$ cat src/rtl/rr_arbiter_onehot_if.sv
// Grant-side bundle between the round-robin arbiter and its consumer.
// Carries request lines in, and a registered one-hot grant plus binary index out.
// master: requesters/encoder side (drives req, gnt_ready); slave: the arbiter.
interface rr_arbiter_onehot_if #(
  parameter int N     = 4,
  parameter int IDX_W = 2
);
  logic [N-1:0]     req;
  logic             gnt_ready;
  logic             gnt_valid;
  logic [N-1:0]     gnt_onehot;
  logic [IDX_W-1:0] gnt_idx;
  logic             busy;

  modport master (
    output req,
    output gnt_ready,
    input  gnt_valid,
    input  gnt_onehot,
    input  gnt_idx,
    input  busy
  );

  modport slave (
    input  req,
    input  gnt_ready,
    output gnt_valid,
    output gnt_onehot,
    output gnt_idx,
    output busy
  );
endinterface

$ cat src/rtl/rr_arbiter_onehot.sv
// Round-robin arbiter producing a registered, strictly one-hot grant for the 4-to-2 encoder.
// Latency: one register stage from req to gnt_valid; back-to-back grants with no bubble.
// Backpressure: grant is held (sticky, ignores req changes) until gnt_ready accepts it.
// Ports: clk, rst_n (synchronous, active low); bus.slave carries req/gnt_ready in and
//        gnt_valid/gnt_onehot/gnt_idx/busy out. N must be a power of two, IDX_W = clog2(N).
module rr_arbiter_onehot #(
  parameter int N     = 4,
  parameter int IDX_W = 2
) (
  input  logic                 clk,
  input  logic                 rst_n,
  rr_arbiter_onehot_if.slave   bus
);

  typedef enum logic {IDLE, GRANT} state_t;

  state_t           state;
  state_t           state_nxt;
  logic [IDX_W-1:0] ptr;
  logic [IDX_W-1:0] ptr_nxt;
  logic [N-1:0]     gnt_onehot_q;
  logic [N-1:0]     gnt_onehot_nxt;
  logic [IDX_W-1:0] gnt_idx_q;
  logic [IDX_W-1:0] gnt_idx_nxt;

  logic             accept;
  logic [IDX_W-1:0] search_ptr;
  logic [N-1:0]     hi_mask;
  logic [N-1:0]     req_hi;
  logic [N-1:0]     winner;
  logic [IDX_W-1:0] winner_idx;

  assign accept = (state == GRANT) && bus.gnt_ready;

  // On an accepting edge the search must already start from the updated pointer,
  // so the freshly served requester drops to lowest priority in the same cycle.
  // N is a power of two, so the IDX_W-bit add wraps modulo N for free.
  assign search_ptr = accept ? (gnt_idx_q + IDX_W'(1)) : ptr;

  // Rotate/mask priority search: first look only at requesters at or above the
  // pointer; if none, fall back to the full vector (the wrapped part). x & -x
  // isolates the lowest set bit, which keeps the winner strictly one-hot.
  always_comb begin
    hi_mask = '0;
    for (int k = 0; k < N; k++) begin
      hi_mask[k] = (k >= int'(search_ptr));
    end
    req_hi = bus.req & hi_mask;
    if (req_hi != '0) begin
      winner = req_hi & (~req_hi + N'(1));
    end else begin
      winner = bus.req & (~bus.req + N'(1));
    end
    winner_idx = '0;
    for (int k = 0; k < N; k++) begin
      if (winner[k]) begin
        winner_idx = IDX_W'(k);
      end
    end
  end

  always_comb begin
    state_nxt      = state;
    ptr_nxt        = ptr;
    gnt_onehot_nxt = gnt_onehot_q;
    gnt_idx_nxt    = gnt_idx_q;

    case (state)
      IDLE: begin
        if (bus.req != '0) begin
          state_nxt      = GRANT;
          gnt_onehot_nxt = winner;
          gnt_idx_nxt    = winner_idx;
        end
      end
      GRANT: begin
        if (bus.gnt_ready) begin
          ptr_nxt = search_ptr;
          if (bus.req != '0) begin
            gnt_onehot_nxt = winner;
            gnt_idx_nxt    = winner_idx;
          end else begin
            state_nxt      = IDLE;
            gnt_onehot_nxt = '0;
            gnt_idx_nxt    = '0;
          end
        end
      end
      default: begin
        state_nxt      = IDLE;
        gnt_onehot_nxt = '0;
        gnt_idx_nxt    = '0;
      end
    endcase
  end

  always_ff @(posedge clk) begin
    if (!rst_n) begin
      state        <= IDLE;
      ptr          <= '0;
      gnt_onehot_q <= '0;
      gnt_idx_q    <= '0;
    end else begin
      state        <= state_nxt;
      ptr          <= ptr_nxt;
      gnt_onehot_q <= gnt_onehot_nxt;
      gnt_idx_q    <= gnt_idx_nxt;
    end
  end

  assign bus.gnt_valid  = (state == GRANT);
  assign bus.busy       = (state == GRANT);
  assign bus.gnt_onehot = gnt_onehot_q;
  assign bus.gnt_idx    = gnt_idx_q;

endmodule
$ cat src/flat_wrapper.sv
// flat-port wrapper written by rule: the top's interface ports become plain ports
module rr_arbiter_onehot_flat 
#(
  parameter int N     = 4,
  parameter int IDX_W = 2
)
  (clk, rst_n, bus_req, bus_gnt_ready, bus_gnt_valid, bus_gnt_onehot, bus_gnt_idx, bus_busy);
  rr_arbiter_onehot_if #(.N(N), .IDX_W(IDX_W)) bus_i ();
  input  logic clk;
  input  logic rst_n;
  input wire logic [$bits(bus_i.req)-1:0] bus_req;
  input wire logic [$bits(bus_i.gnt_ready)-1:0] bus_gnt_ready;
  output wire logic [$bits(bus_i.gnt_valid)-1:0] bus_gnt_valid;
  output wire logic [$bits(bus_i.gnt_onehot)-1:0] bus_gnt_onehot;
  output wire logic [$bits(bus_i.gnt_idx)-1:0] bus_gnt_idx;
  output wire logic [$bits(bus_i.busy)-1:0] bus_busy;
  assign bus_i.req = bus_req;
  assign bus_i.gnt_ready = bus_gnt_ready;
  assign bus_gnt_valid = bus_i.gnt_valid;
  assign bus_gnt_onehot = bus_i.gnt_onehot;
  assign bus_gnt_idx = bus_i.gnt_idx;
  assign bus_busy = bus_i.busy;
  rr_arbiter_onehot #(.N(N), .IDX_W(IDX_W)) u_core (.clk(clk), .rst_n(rst_n), .bus(bus_i));
endmodule
$ cat config.mk
export PLATFORM = sky130hd
export DESIGN_NAME = rr_arbiter_onehot_flat
export DESIGN_NICKNAME = d
export VERILOG_FILES = /design/src/rtl/rr_arbiter_onehot_if.sv /design/src/rtl/rr_arbiter_onehot.sv /design/src/flat_wrapper.sv
export SDC_FILE = /design/constraint.sdc
export NUM_CORES = 1
export LEC_CHECK = 0
export CAP_MARGIN = 20
export CORE_AREA = 2 2 39 41
export CTS_CLUSTER_DIAMETER = 40
export DETAILED_ROUTE_END_ITERATION = 10
export DIE_AREA = 0 0 41 43
export PLACE_DENSITY = 0.69
export SYNTH_ARGS = -nofsm -noshare
export SYNTH_HDL_FRONTEND = slang
export SYNTH_SLANG_ARGS = --single-unit
$ cat constraint.sdc
create_clock -name clk -period 1.61 [get_ports clk]
set_input_delay 0.322 -clock clk [delete_from_list [all_inputs] [get_ports clk]]
set_output_delay 0.322 -clock clk [all_outputs]
set_load 0.005 [all_outputs]
==> results of run 1 <==
[metal layers]
metal	vias to the layer above	GRT usage	part of all wire
li1	273	-	-
met1	269	0.197	0.43
met2	21	0.328	0.49
met3	3	0.0471	0.062
met4	0	0.100	0.015
met5	-	0	0
[metrics by stage]
step                hold WS [ps]  setup WS, ps  TNS, ps  std cells
floorplan                    439           201        0         58
global placement             446          -265    -1350        101
detailed placement           453          -306    -1490        101
CTS                          462          19.3        0        105
global route                 498         -36.9    -43.2        105
finish                       462          19.3        0        105
[repair_timing]
item                                    4_1_cts  5_1_grt
endpoints found under the setup margin        5        9
pin swaps                                     0        2
setup buffers                                 0        0
resized for setup                             5        9
[registers in the layout, summed over array words and instances (netlist names)]
signal                 count
u_core.bus.busy            1
u_core.bus.gnt_idx         2
u_core.ptr                 2
u_core.bus.gnt_onehot      4
[where the power goes]
group	leakage [uW]	switching [uW]	internal [uW]
Combinational	0.000263	79.3	109
Clock	0.0000150	93.4	96.2
Sequential	0.0000748	19.2	240
Total	0.000353	192	445
[cells in the final DEF (no fill, tap or decap), types with 2 or more instances in the layout]
cell             synthesis  final
buf_4                    1     14
clkdlybuf4s50_1          0     12
nand2_1                  8      7
dfxtp_1                  9      7
nor2_1                   5      5
inv_1                    4      4
a21oi_1                  4      4
a221oi_2                 1      3
clkbuf_4                 0      3
nand2_2                  1      2
nor3_2                   1      2
o21ai_1                  1      2
o21a_1                   2      2
dlymetal6s2s_1           0      2
[worst max-delay path, stage by stage]
cell and delay (ps):
clkdlybuf4s50_1 520, nand2_2 130, mux2i_1 170, buf_4 150, buf_4 130, a221oi_2 250, nor3_2 70
[cells by family after synthesis]
logic type,synth area share
and+or+nand+nor,0.230
AOI/OAI and AO/OA,0.266
DFF,0.368
buffers and inverters,0.0460
muxes,0.0716
xor gates and xnor gates,0.0179
[how the worst max path moves through the flow]
stage / endpoint / cells past startpoint
2_1_floorplan: u_core.bus.gnt_idx[0] / 4
3_3_place_gp: u_core.bus.gnt_idx[0] / 5
3_5_place_dp: u_core.bus.gnt_onehot[0] / 6
4_1_cts: bus_gnt_idx[0] / 1
5_1_grt: u_core.bus.gnt_idx[0] / 7
6_report: u_core.bus.gnt_onehot[0] / 7
[cell type report]
class,instances,area share
sequential,9,0.226
multi-input combinational,44,0.394
inverter,4,0.0183
tap,16,0.0244
timing repair buffer,28,0.305
clock buffer,4,0.0321
==> reports/metrics.csv, run 1 <==
metric,value,unit
Util after Layout,0.592,
mean area per synthesized cell,8.43,sq um
first-pass GRT wire length,2.28,mm
H-Tree Level Count,1,
Critical Path Source,bus_gnt_ready,
"Arr. time, crit path",1740,ps
register bit total from synthesis,9,
fin nets,97,
TritonCTS Buffers,3,
setup violators final,0,
Async SR Flop Fraction,0,
Worst Hold Path EP,u_core.bus.gnt_onehot[3],
Ports,15,
Slew HR,0.788,
layout cells sized above 1,0.337,
r2r endpoint,u_core.bus.gnt_onehot[0],
core area,1380,sq um
die area,1760,sq um
drt wl/cell,13.3,um
Vias/cell,5.39,
CTS tree,done,
top_reg_cell synth,dfxtp_1,
Startpoint Class,input port,
WL final,1.39,mm
vias,566,
Crit path required time,1760,ps
GPL Wtd Cong,0.841,
final clock skew,6.50,ps
warnings from Yosys,0,
most common cell in the netlist,dfxtp_1,
placed inst area,747,sq um
Storage cell area,185,sq um
total of max-cap violations,0,
Fin. Hold Viols,0,
"Distinct cells, synth",29,
Layout area overhead,67.5,%
Synth top area share,0.368,
r2r worst-path depth,6,
part of the cycle the worst path needs,0.988,
worst hold path type,reg2reg,
remaining antenna violation count after routing,0,
Initial Util,0.354,
Core Rows,14,
Die Wd,41,um
dpl hpwl,1.04,mm
Antenna Cells,0,
First-pass DRT Iterations,4,
post-route design area,820,sq um
Max VDD drop,0.356,mV
Buffers on Ports,14,
"area leader, netlist",dfxtp_1,
area of the multi-input gates,323,sq um
maximum root-to-sink buffer count,2,
grt ovf,0,
DRC Markers,0,
antenna violations before repair,0,
Hold Path Depth,2,
Post-CTS Hold Buffers,0,
clock-pin transition on the worst setup and hold timing paths,70,ps
Syn Nets,65,
flop2flop setup slack,180,ps
number of filler cells placed in the layout,113,
GRT Total Usage,0.191,
Post-synth EDFFs,0,
Crit Reg-Reg Startpoint,u_core.bus.gnt_idx[1],
DR iter-0 viols,18,
status,"complete, no violations",
final total power,637,uW
mapped cell area,489,sq um
power density over the cells,777,nW/um^2
vias in the first global route,568,
Hold Crit Start,u_core.bus.gnt_onehot[3],
Crit. End Element,register,
worst-margin pin slew,317,ps
worst skew pair latency,270,ps
Static Leak,0.000353,uW
Sink Count,9,
post-synthesis sequential area ratio,0.368,
Crit Path Category,in2reg,
cell count after synthesis,58,
Tmin final,1590,ps
Die Ht,43,um
commonest cells in the netlist,"dfxtp_1, nand2_1, nor2_1, a21oi_1, inv_1",
Max Clk Rate,0.629,GHz
Crit Path Max Fanout,4,
clk root buf,clkbuf_4,
RSZ-0062 raised after global routing,yes,
dominant cells by area after synthesis,"dfxtp_1, nand2_1, a21oi_1",
Max Slew Vio Count,0,
largest net degree at the start of global routing,9,
(Power assumes the default switching activity.)
==> run 2, diff against run 1 <==
- SLEW_MARGIN: unset -> 20
==> results of run 2 <==
The final DEF is identical to that of run 1; final timing and power are the same.
